## src/rtl/uart_tx_serializer_if.sv

```systemverilog
// Parallel-side request/config signals and the serial line/busy status of the UART transmitter.
interface uart_tx_serializer_if #(
  parameter int DATA_WIDTH = 8
);
  logic [DATA_WIDTH-1:0] P_DATA_TX;
  logic                  DATA_VALID_TX;
  logic                  PAR_EN_TX;
  logic                  PAR_TYP_TX;
  logic                  TX_OUT_TX;
  logic                  BUSY_TX;

  modport master (
    output P_DATA_TX, DATA_VALID_TX, PAR_EN_TX, PAR_TYP_TX,
    input  TX_OUT_TX, BUSY_TX
  );

  modport slave (
    input  P_DATA_TX, DATA_VALID_TX, PAR_EN_TX, PAR_TYP_TX,
    output TX_OUT_TX, BUSY_TX
  );
endinterface

```

## src/rtl/uart_tx_serializer.sv

```systemverilog
// UART transmitter clocked at the bit rate: start, LSB-first data, optional parity, stop.
// Line and busy come straight from flops; next values are computed one cycle ahead.
module uart_tx_serializer #(
  parameter int DATA_WIDTH = 8,
  parameter int CNT_WIDTH  = 4
) (
  input  logic                 CLK_TX,
  input  logic                 RST_TX,
  uart_tx_serializer_if.slave  bus
);

  typedef enum logic [2:0] {
    IDLE   = 3'd0,
    START  = 3'd1,
    DATA   = 3'd2,
    PARITY = 3'd3,
    STOP   = 3'd4
  } state_t;

  state_t                state, state_nxt;
  logic [CNT_WIDTH-1:0]  cnt, cnt_nxt;
  logic [DATA_WIDTH-1:0] data_q;
  logic [DATA_WIDTH-1:0] shift_q, shift_nxt;
  logic                  par_en_q, par_typ_q;
  logic                  tx_q, tx_nxt;
  logic                  busy_q, busy_nxt;
  logic                  accept;

  function automatic logic parity_bit(input logic [DATA_WIDTH-1:0] d, input logic odd);
    return (^d) ^ odd;
  endfunction

  // Next state plus next line/busy values, so both outputs can be registered.
  always_comb begin
    state_nxt = state;
    cnt_nxt   = cnt;
    shift_nxt = shift_q;
    tx_nxt    = 1'b1;
    busy_nxt  = 1'b0;
    accept    = 1'b0;
    case (state)
      IDLE: begin
        if (bus.DATA_VALID_TX) begin
          accept    = 1'b1;
          state_nxt = START;
          shift_nxt = bus.P_DATA_TX;
          cnt_nxt   = '0;
          tx_nxt    = 1'b0;
          busy_nxt  = 1'b1;
        end
      end
      START: begin
        state_nxt = DATA;
        cnt_nxt   = '0;
        tx_nxt    = shift_q[0];
        shift_nxt = shift_q >> 1;
        busy_nxt  = 1'b1;
      end
      DATA: begin
        busy_nxt = 1'b1;
        if (cnt == CNT_WIDTH'(DATA_WIDTH - 1)) begin
          cnt_nxt = '0;
          if (par_en_q) begin
            state_nxt = PARITY;
            tx_nxt    = parity_bit(data_q, par_typ_q);
          end else begin
            state_nxt = STOP;
          end
        end else begin
          cnt_nxt   = cnt + CNT_WIDTH'(1);
          tx_nxt    = shift_q[0];
          shift_nxt = shift_q >> 1;
        end
      end
      PARITY: begin
        state_nxt = STOP;
        busy_nxt  = 1'b1;
      end
      STOP: begin
        state_nxt = IDLE;
      end
      default: begin
        state_nxt = IDLE;
        cnt_nxt   = '0;
      end
    endcase
  end

  always_ff @(posedge CLK_TX or negedge RST_TX) begin
    if (!RST_TX) begin
      state     <= IDLE;
      cnt       <= '0;
      data_q    <= '0;
      shift_q   <= '0;
      par_en_q  <= 1'b0;
      par_typ_q <= 1'b0;
      tx_q      <= 1'b1;
      busy_q    <= 1'b0;
    end else begin
      state   <= state_nxt;
      cnt     <= cnt_nxt;
      shift_q <= shift_nxt;
      tx_q    <= tx_nxt;
      busy_q  <= busy_nxt;
      if (accept) begin
        data_q    <= bus.P_DATA_TX;
        par_en_q  <= bus.PAR_EN_TX;
        par_typ_q <= bus.PAR_TYP_TX;
      end
    end
  end

  assign bus.TX_OUT_TX = tx_q;
  assign bus.BUSY_TX   = busy_q;

endmodule

```

## src/flat_wrapper.sv

```systemverilog
// flat-port wrapper written by rule: the top's interface ports become plain ports
module uart_tx_serializer_flat 
#(
  parameter int DATA_WIDTH = 8,
  parameter int CNT_WIDTH  = 4
)
  (CLK_TX, RST_TX, bus_P_DATA_TX, bus_DATA_VALID_TX, bus_PAR_EN_TX, bus_PAR_TYP_TX, bus_TX_OUT_TX, bus_BUSY_TX);
  uart_tx_serializer_if #(.DATA_WIDTH(DATA_WIDTH)) bus_i ();
  input  logic CLK_TX;
  input  logic RST_TX;
  input wire logic [$bits(bus_i.P_DATA_TX)-1:0] bus_P_DATA_TX;
  input wire logic [$bits(bus_i.DATA_VALID_TX)-1:0] bus_DATA_VALID_TX;
  input wire logic [$bits(bus_i.PAR_EN_TX)-1:0] bus_PAR_EN_TX;
  input wire logic [$bits(bus_i.PAR_TYP_TX)-1:0] bus_PAR_TYP_TX;
  output wire logic [$bits(bus_i.TX_OUT_TX)-1:0] bus_TX_OUT_TX;
  output wire logic [$bits(bus_i.BUSY_TX)-1:0] bus_BUSY_TX;
  assign bus_i.P_DATA_TX = bus_P_DATA_TX;
  assign bus_i.DATA_VALID_TX = bus_DATA_VALID_TX;
  assign bus_i.PAR_EN_TX = bus_PAR_EN_TX;
  assign bus_i.PAR_TYP_TX = bus_PAR_TYP_TX;
  assign bus_TX_OUT_TX = bus_i.TX_OUT_TX;
  assign bus_BUSY_TX = bus_i.BUSY_TX;
  uart_tx_serializer #(.DATA_WIDTH(DATA_WIDTH), .CNT_WIDTH(CNT_WIDTH)) u_core (.CLK_TX(CLK_TX), .RST_TX(RST_TX), .bus(bus_i));
endmodule
```

## config.mk

```make
export PLATFORM = sky130hd
export DESIGN_NAME = uart_tx_serializer_flat
export DESIGN_NICKNAME = d
export VERILOG_FILES = /design/src/rtl/uart_tx_serializer_if.sv /design/src/rtl/uart_tx_serializer.sv /design/src/flat_wrapper.sv
export SDC_FILE = /design/constraint.sdc
export NUM_CORES = 1
export LEC_CHECK = 0
export CAP_MARGIN = 25
export CELL_PAD_IN_SITES_DETAIL_PLACEMENT = 1
export CELL_PAD_IN_SITES_GLOBAL_PLACEMENT = 1
export CORE_UTILIZATION = 49
export CTS_BUF_LIST = sky130_fd_sc_hd__clkbuf_2 sky130_fd_sc_hd__clkbuf_4 sky130_fd_sc_hd__clkbuf_8
export DETAILED_ROUTE_END_ITERATION = 10
export PLACE_DENSITY = 0.93
export SLEW_MARGIN = 20
export SYNTH_ARGS = -nofsm -noshare
export SYNTH_HDL_FRONTEND = slang
export SYNTH_SLANG_ARGS = --single-unit
```

## constraint.sdc

```tcl
create_clock -name CLK_TX -period 3.35 [get_ports CLK_TX]
set_input_delay 0.67 -clock CLK_TX [delete_from_list [all_inputs] [get_ports CLK_TX]]
set_output_delay 0.67 -clock CLK_TX [all_outputs]
set_load 0.02 [all_outputs]
```

==> flow_metrics.env <==
export IMPL_fin_nets=148
export IMPL_multi_input_area_um2=603
export IMPL_drv_slew=0
export IMPL_htreeDepth=1
export IMPL_grt_setup_unrepaired="no"
export IMPL_dr_first_iter_drc_count=13
export IMPL_placed_area_um2=1480
export IMPL_clkSlewWorstSetupHoldPaths_ns=0.14
export IMPL_r2r_end="u_core.shift_q[7]"
export IMPL_dp_cells=159
export IMPL_crit_arrival_ns=2.43
export IMPL_syn_avg_cell_area_um2=11.2
export IMPL_rows=18
export IMPL_path_delay_family="compound AO/OA/AOI/OAI gates"
export IMPL_hold_depth=1
export IMPL_start_util_pct=52.9
export IMPL_ys_ff_latch=27
export IMPL_p_seq_share_pct=41.3
export IMPL_cts_buffers=3
export IMPL_ys_types=34
export IMPL_syn_num_nets=133
export IMPL_register_area_um2=677
export IMPL_cp_num_buf_inv=0
export IMPL_drc_errors=0
export IMPL_holdPathEnd="u_core.shift_q[7]"
export IMPL_relSlewSlack_pct=36.5
export IMPL_worstSetupPathType="flop to flop"
export IMPL_grt_pass1_vias=1023
export IMPL_clock_path_buffers=2
export IMPL_fillerInstances=265
export IMPL_overflow=0
export IMPL_post_drt_via_cell_ratio=5.84
export IMPL_cts_hold_fix_buffers=0
export IMPL_power_switching_uw=560
export IMPL_syn_instance_count=119
export IMPL_hold_class="flop to flop"
export IMPL_grt_max_degree=28
export IMPL_gp_congestion=0.774
export IMPL_power_density_nw_per_um2=969
export IMPL_fin_hold_ws_ns=0.533
export IMPL_synth_largest_area_cell="dfrtp_1"
export IMPL_numClockSinks=27
export IMPL_area_growth_pct=13.4
export IMPL_slowest_delay_ns=0.76
export IMPL_period_share_pct=66.0
export IMPL_antenna_found_initial=0
export IMPL_synth_seq_area_share_pct=50.7
export IMPL_leakage_uw=0.000639
export IMPL_p_int_uw=907
export IMPL_timing_final_crit_period_ns=2.21
export IMPL_rr_worst_depth=5
export IMPL_ant_nets=0
export IMPL_setup_violations_final=0
export IMPL_required_ns=3.57
export IMPL_critPathSlowestCell="o21ai_1"
export IMPL_grt_pass1_wl_um=4570
export IMPL_yosysTopAreaCellShare_pct=48.7
export IMPL_die_h_um=54.2
export IMPL_status="finished clean"
export IMPL_synth_edf_count=0
export IMPL_drv_cap=0
export IMPL_dr_pass1_iters=4
export IMPL_vias=952
export IMPL_ir_worst_vdd_uv=576
export IMPL_grt_usage_pct=22.1
export IMPL_yosysMostFrequentCell="dfrtp_1"
export IMPL_setup_tns_ns=0
export IMPL_fin_util_pct=60.0
export IMPL_ctsResizeCount=0
export IMPL_hold_viol_final=0
export IMPL_cts_tree="done"
export IMPL_hp_start="u_core.shift_q[7]"
export IMPL_max_clock_freq_mhz=452
export IMPL_diodes=0
export IMPL_synthTopCellsByArea="dfrtp_1, mux2_2, mux2i_1"
export IMPL_synth_common_cells="dfrtp_1, a21oi_1, mux2_2, mux2i_1, a31oi_1"
export IMPL_root_buffer="clkbuf_4"
export IMPL_wl_per_cell_um=17.0
export IMPL_core_region_area_um2=2520
export IMPL_reg2reg_slack_ns=1.14
export IMPL_path_max_fanout=15
export IMPL_dp_hpwl_um=2040
export IMPL_worst_setup_path_end_kind="flop"
export IMPL_synth_ff_type="dfrtp_1"
export IMPL_place_port_buffers=14
export IMPL_clk_latency_ns=0.31
export IMPL_yosysWarningCount=0
export IMPL_reg2reg_from="u_core.cnt[0]"
export IMPL_cts_setup_buffers=0
export IMPL_drt_wl_total_um=2770
export IMPL_switching_share_pct=38.2
export IMPL_dieArea_um2=2940
export IMPL_ioPinCount=15
export IMPL_worstMarginPinSlew_ns=0.946
export IMPL_startpoint_type="flop"
export IMPL_power_frac_comb_pct=48.8
export IMPL_netlist_area_um2=1340
export IMPL_finish_instance_area_um2=1510
export IMPL_synthArstFlopShare_pct=100
export IMPL_clkPwrFrac_pct=9.9
export IMPL_crit_chain="ha_1, and3b_1, o21ai_1, nand2_1, a22o_1"
export IMPL_drive_gt1_share_pct=14.3
export IMPL_dieWidth_um=54.2
export IMPL_instances_no_fill=163
export IMPL_clock_skew_ns=0.00613
logic make-up after synthesis:
family	synth area share, %
AO/OA/AOI/OAI	12.8
multiplexers	14.3
XOR/XNOR	5.62
flip-flops	50.7
adder cells (fa/ha/maj)	0.937
buffers and inverters	4.12
AND/OR/NAND/NOR	11.4
cell type report:
class | instances | area share (%)
inverters | 3 | 0.744
well taps | 30 | 2.48
clock buffers | 4 | 1.98
repair buffers | 16 | 10.2
flip-flops and latches | 27 | 44.7
multi-input cells | 83 | 39.8
worst max-delay path by stage:
stage,endpoint,cells after the start,from
CTS,u_core.shift_q[7],5,u_core.cnt[0]
floorplan,u_core.data_q[1],4,bus_DATA_VALID_TX
detailed placement,u_core.par_typ_q,5,bus_DATA_VALID_TX
global route,u_core.shift_q[7],5,u_core.cnt[0]
global placement,u_core.par_typ_q,5,bus_DATA_VALID_TX
finish,u_core.shift_q[7],5,u_core.cnt[0]
registers in the layout, indices dropped and copies added (netlist names):
register / count
u_core.data_q: 8
u_core.shift_q: 8
u_core.cnt: 4
u_core.state: 3
u_core.bus.BUSY_TX: 1
u_core.bus.TX_OUT_TX: 1
u_core.par_en_q: 1
u_core.par_typ_q: 1
cells in the final DEF (no fill, tap or decap), drive strengths merged, types with 2 or more instances in the layout:
cell / count
nand3: 3
inv: 3
xor2: 2
xnor2: 4
o21ai: 6
nor2b: 3
clkbuf: 4
or3: 2
a21oi: 10
nand2: 7
mux2i: 9
buf: 2
nor2: 5
mux2: 9
nor3b: 2
dfrtp: 26
clkdlybuf4s50: 14
a31oi: 8
metrics by stage:
stage                     total power (µW)  worst slack (ns)
after floorplan                       1160              1.65
after global placement                1270              1.14
after detailed placement              1330              1.09
after CTS                             1480              1.16
after global routing                  1580              1.00
final                                 1470              1.14
worst reg2reg max path, cell delays in order (launching register included):
cell,delay (ns)
dfrtp_1,0.44
ha_1,0.25
and3b_1,0.27
o21ai_1,0.76
nand2_1,0.14
a22o_1,0.26
routing by layer:
layer	routed length (µm)	track usage, %
met2	1400	40.9
met5	0	0
met4	41	7.26
met1	1260	25.4
met3	62	3.67
power groups by stage:
stage | sequential (µW) | clock, µW | combinational [µW]
final | 606 | 146 | 716
after global routing | 625 | 162 | 796
after CTS | 605 | 153 | 726
after detailed placement | 613 | 0 | 718
after global placement | 596 | 0 | 678
after floorplan | 571 | 0 | 591
No activity file was read; power rests on OpenSTA's default activity.
==> RTL edit 1 (same settings) <==
Take the reset off `shift_q` and load it in a clocked block of its own.
--- a/src/rtl/uart_tx_serializer.sv
+++ b/src/rtl/uart_tx_serializer.sv
@@ -91,7 +91,6 @@
       state     <= IDLE;
       cnt       <= '0;
       data_q    <= '0;
-      shift_q   <= '0;
       par_en_q  <= 1'b0;
       par_typ_q <= 1'b0;
       tx_q      <= 1'b1;
@@ -99,7 +98,6 @@
     end else begin
       state   <= state_nxt;
       cnt     <= cnt_nxt;
-      shift_q <= shift_nxt;
       tx_q    <= tx_nxt;
       busy_q  <= busy_nxt;
       if (accept) begin
@@ -110,6 +108,10 @@
     end
   end
 
+  always_ff @(posedge CLK_TX) begin
+    shift_q <= shift_nxt;
+  end
+
   assign bus.TX_OUT_TX = tx_q;
   assign bus.BUSY_TX   = busy_q;
 
Formal check against the unedited RTL: same outputs for any inputs over 10 cycles, from zero or initial values and one cycle with RST_TX low; that may be too few to reach the edited logic, so the function may still have changed.
==> RTL edit 1 against the original RTL <==
  * Routed wire length decreased by 1.3%
  * Synthesized cell count decreased by 10%
  * Largest cell class unchanged
  * Total power about the same
  * Non-clock buffer count decreased by 2
  * Highest routed layer unchanged
  * Sequential power increased by 7.1%
  * Clock power increased by 5%
  * Die area decreased by 4.1%
  * Register-to-register slack improved by 0.20 ns
  * Worst setup slack improved by 0.089 ns
  * Sequential cell count unchanged
  * Cell area decreased by 3.1%
  * Clock skew increased by 0.0044 ns
  * Synthesized area decreased by 4.3%
==> RTL edit 1: results (changes against the original RTL) <==
Worst setup path
  • Critical path arrival: 1.45 ns (was 2.43 ns)
  • Reg-to-reg slack, setup: 1.34 ns (was 1.14 ns)
  • Worst-path cell with the longest stage delay: sky130_fd_sc_hd__clkdlybuf4s50_1 (was sky130_fd_sc_hd__o21ai_1)
  • Delay-heaviest family, CP: buffers and inverters (was compound AO/OA/AOI/OAI gates)
  • Highest net fanout along the worst path: 1 (was 15)
  • Delay of the slowest critical-path stage: 0.59 ns (was 0.76 ns)
  • Destination of the worst register-to-register timing path: u_core.shift_q[3] (was u_core.shift_q[7])

Logic synthesis
  • Most numerous cell types in the synthesized netlist: sky130_fd_sc_hd__dfrtp_1 (18), sky130_fd_sc_hd__mux2_2 (17), sky130_fd_sc_hd__nor2_1 (11) (was sky130_fd_sc_hd__dfrtp_1 (26), sky130_fd_sc_hd__a21oi_1 (10), sky130_fd_sc_hd__mux2_2 (9), sky130_fd_sc_hd__mux2i_1 (9), sky130_fd_sc_hd__a31oi_1 (8))
  • Count of flip-flops with a built-in enable after synthesis: 8 (was 0)
  • Post-Synthesis Mean Instance Area: 11.9 sq um (was 11.2 sq um)
  • Proportion of synthesized flip-flops having asynchronous set or reset: 70.4% (was 100%)
  • Total nets after synthesis: 121 (was 133)
  • Share of the yosys chip area belonging to registers: 56.1% (was 50.7%)
  • Synth unique cells: 28 (was 34)

Global route
  • Met3 layer usage reported by global route: 2.59% (was 3.67%)
  • Vias in the first global route: 915 (was 1023)
  • GR Util All Layers: 23.0% (was 22.1%)
  • Routing usage on met2: 39.9% (was 40.9%)
  • Met1 usage: 27.8% (was 25.4%)

Timing
  • Minimum hold slack: 0.527 ns (was 0.533 ns)
  • Transition time at the pin with the least slew margin: 0.870 ns (was 0.946 ns)
  • Setup skew after layout: 0.0105 ns (was 0.00613 ns)

Clocking
  • Worst-Skew Late Latency: 0.33 ns (was 0.31 ns)

Finish
  • Sequential cell count: 27 (unchanged)
  • Proportion of layout cells with a drive suffix above 1: 19.8% (was 14.3%)
  • Clock-cell share of area: 2.05% (was 1.98%)
  • Number of nets in the layout: 136 (was 148)
  • Proportion of cell area occupied by multi-input gates: 36.2% (was 39.8%)
  • Sequential portion of the cell area: 48.9% (was 44.7%)

Drt
  • Met1 Wirelength: 1240 um (was 1260 um)
  • Detailed-routed wire length on met2: 1380 um (was 1400 um)
  • Sum of routed wire length over all layers: 2730 um (was 2770 um)
  • Number of DRC violations after detailed-routing iteration 0: 10 (was 13)

Status
  • Run status: finished, final reports clean (unchanged)

Hold path
  • Sink of the worst hold path: u_core.cnt[2] (was u_core.shift_q[7])

Pwr
  • Net switching power: 0.000543 W (was 0.000560 W)
  • Combinational power: 0.000665 W (was 0.000716 W)
  • Leakage power of the design: 0.581 nW (was 0.639 nW)
  • Total clock network power: 0.000153 W (was 0.000146 W)

Place
  • Post-DP HPWL: 1980 um (was 2040 um)
  • GP Congestion: 0.826 (was 0.774)
## RTL edit 1: cell types whose count changed in the layout (fill, tap and decap cells not counted), moves of 2 or more
cell	unedited run	this run
sky130_fd_sc_hd__a21oi_1	10	4
sky130_fd_sc_hd__a31oi_1	8	1
sky130_fd_sc_hd__buf_4	2	0
sky130_fd_sc_hd__dfrtp_1	26	18
sky130_fd_sc_hd__edfxtp_1	0	8
sky130_fd_sc_hd__mux2_2	9	17
sky130_fd_sc_hd__mux2i_1	9	1
sky130_fd_sc_hd__nor2_1	4	11
sky130_fd_sc_hd__nor3_1	1	3
sky130_fd_sc_hd__nor3b_1	2	0
sky130_fd_sc_hd__or3_1	2	0
## RTL edit 1: worst max-delay path by stage
stage	to	slack, ns	depth (start not counted)	startpoint
2_1_floorplan	u_core.shift_q[0]	1.73	5	u_core.cnt[0]
4_1_cts	bus_TX_OUT_TX	1.21	1	u_core.bus.TX_OUT_TX
3_3_place_gp	u_core.data_q[5]	0.98	4	bus_DATA_VALID_TX
5_1_grt	bus_TX_OUT_TX	1.17	1	u_core.bus.TX_OUT_TX
3_5_place_dp	u_core.data_q[3]	0.96	4	bus_DATA_VALID_TX
6_report	bus_TX_OUT_TX	1.23	1	u_core.bus.TX_OUT_TX
## RTL edit 1: cells by family (layout without fill, tap and decap cells)
group                      count (synthesis)  in the layout  synth area share (%)
buffers and inverters                      7             21                  2.35
muxes                                     18             18                  15.8
adders and majority gates                  1              1                 0.979
AOI/OAI and AO/OA                         16             16                  7.54
xor gates and xnor gates                   8              8                  6.56
and+or+nand+nor                           30             30                  10.7
DFF                                       27             27                  56.1
==> RTL edit 2 (config.mk and constraints unchanged) <==
Made on the original files. `CNT_WIDTH` is set to 4 in 2 places; all go to 5.
--- a/src/rtl/uart_tx_serializer.sv
+++ b/src/rtl/uart_tx_serializer.sv
@@ -2,7 +2,7 @@
 // Line and busy come straight from flops; next values are computed one cycle ahead.
 module uart_tx_serializer #(
   parameter int DATA_WIDTH = 8,
-  parameter int CNT_WIDTH  = 4
+  parameter int CNT_WIDTH  = 5
 ) (
   input  logic                 CLK_TX,
   input  logic                 RST_TX,
--- a/src/flat_wrapper.sv
+++ b/src/flat_wrapper.sv
@@ -2,7 +2,7 @@
 module uart_tx_serializer_flat 
 #(
   parameter int DATA_WIDTH = 8,
-  parameter int CNT_WIDTH  = 4
+  parameter int CNT_WIDTH  = 5
 )
   (CLK_TX, RST_TX, bus_P_DATA_TX, bus_DATA_VALID_TX, bus_PAR_EN_TX, bus_PAR_TYP_TX, bus_TX_OUT_TX, bus_BUSY_TX);
   uart_tx_serializer_if #(.DATA_WIDTH(DATA_WIDTH)) bus_i ();
Function: no difference found for any inputs over 10 cycles, from zero or initial values and one cycle with RST_TX low; that may be too few to reach the edited logic, so the function may still have changed.
==> RTL edit 2 against the original RTL <==
  * Sequential cell count rose by 1
  * Worst setup slack improved by 0.058 ns
  * Cell area rose by 4.1%
  * Total power up 8.5%
  * Worst hold slack worse by 0.033 ns
  * Synthesized area is 2.2% higher
  * Die area rose by 2.1%
  * Clock power grew 57%
  * Largest power group unchanged
  * Largest cell class unchanged
  * Clock skew grew 0.0021 ns
  * Sequential power up 2%
  * Routed wire length is 8.0% higher
==> RTL edit 2: results (changes against the original RTL) <==
Place
  • Post-DP HPWL: 2210 um (was 2040 um)

Pwr
  • Power Dens Cells: 1010 nW/um^2 (was 969 nW/um^2)
  • Peak supply drop: 0.647 mV (was 0.576 mV)
  • Combinational power: 0.000742 W (was 0.000716 W)
  • Leakage power of the design: 0.664 nW (was 0.639 nW)
  • Switching power as a share of total power: 35.6% (was 38.2%)

Status
  • Run status: finished, final reports clean (unchanged)

Logic synthesis
  • Share of the yosys chip area belonging to registers: 51.5% (was 50.7%)
  • Compound-cell area share of the yosys netlist: 9.27% (was 12.8%)
  • Synth unique cells: 27 (was 34)
  • Most numerous cell types in the synthesized netlist: sky130_fd_sc_hd__dfrtp_1 (27), sky130_fd_sc_hd__mux2_2 (23), sky130_fd_sc_hd__o21ai_0 (9) (was sky130_fd_sc_hd__dfrtp_1 (26), sky130_fd_sc_hd__a21oi_1 (10), sky130_fd_sc_hd__mux2_2 (9), sky130_fd_sc_hd__mux2i_1 (9), sky130_fd_sc_hd__a31oi_1 (8))
  • Synth Area in XOR/XNOR: 5.50% (was 5.62%)
  • Synthesized-area fraction occupied by adder cells: 0.917% (was 0.937%)

Global route
  • Routing usage on met2: 40.8% (was 40.9%)
  • First-pass GRT wire length: 4590 um (was 4570 um)
  • GR Util All Layers: 23.0% (was 22.1%)
  • Met3 layer usage reported by global route: 4.17% (was 3.67%)
  • Pin count of the biggest net entering global routing: 29 (was 28)

Clocking
  • Num Clock Sinks: 28 (was 27)
  • Worst-Skew Late Latency: 0.35 ns (was 0.31 ns)

Finish
  • Biggest regs: u_core.data_q (8), u_core.shift_q (8), u_core.cnt (5) (was u_core.data_q (8), u_core.shift_q (8), u_core.cnt (4))
  • Clock-cell share of area: 3.33% (was 1.98%)
  • Inverter count of the layout excluding clock inverters: 1 (was 3)
  • Sequential portion of the cell area: 44.5% (was 44.7%)
  • Clock tree buffer count of the final layout: 3 (was 4)
  • Buffers, non-clock: 15 (was 16)

Hold path
  • Sink of the worst hold path: u_core.cnt[4] (was u_core.shift_q[7])

Worst setup path
  • Delay of the slowest critical-path stage: 0.60 ns (was 0.76 ns)
  • Highest net fanout along the worst path: 1 (was 15)
  • Reg-to-reg slack, setup: 1.42 ns (was 1.14 ns)

Drt
  • Number of DRC violations after detailed-routing iteration 0: 6 (was 13)

Timing
  • Worst-case headroom to the max-slew limit: 51.4% (was 36.5%)
RTL edit 2: cell count changes after synthesis, moves of 2 or more:
cell	before	now
sky130_fd_sc_hd__a21oi_1	10	2
sky130_fd_sc_hd__inv_1	3	1
sky130_fd_sc_hd__a31oi_1	8	0
sky130_fd_sc_hd__mux2i_1	9	0
sky130_fd_sc_hd__o31ai_1	0	3
sky130_fd_sc_hd__mux2_2	9	23
sky130_fd_sc_hd__and2_1	0	2
sky130_fd_sc_hd__nor2_1	4	8
sky130_fd_sc_hd__or3_1	2	0
sky130_fd_sc_hd__nor3b_1	2	0
sky130_fd_sc_hd__o21ai_0	5	9
sky130_fd_sc_hd__and3_1	0	2
RTL edit 2: how the worst max path moves through the flow:
| stage | start | to |
|---|---|---|
| after global routing | bus_DATA_VALID_TX | u_core.cnt[2] |
| final | u_core.bus.TX_OUT_TX | bus_TX_OUT_TX |
| after global placement | bus_DATA_VALID_TX | u_core.data_q[6] |
| after detailed placement | bus_DATA_VALID_TX | u_core.data_q[5] |
| after floorplan | u_core.state[0] | u_core.shift_q[0] |
| after CTS | u_core.bus.TX_OUT_TX | bus_TX_OUT_TX |
RTL edit 2: per-stage QoR:
stage	hold slack (ns)	setup slack (ns)	instances	cell area (sq um)	util (%)
2_1_floorplan	0.374	1.73	116	1360	-
6_report	0.500	1.20	161	1580	61.9
5_1_grt	0.532	1.15	161	1580	61.9
4_1_cts	0.499	1.18	161	1580	61.9
3_5_place_dp	0.479	0.976	157	1520	59.9
3_3_place_gp	0.465	1.07	157	1520	59.9
RTL edit 2: metal layers:
| layer | routed length (um) | part of all wire (%) |
|---|---|---|
| met4 | 76 | 2.5 |
| met2 | 1510 | 50 |
| met1 | 1310 | 44 |
| met5 | 0 | 0 |
| met3 | 96 | 3.2 |
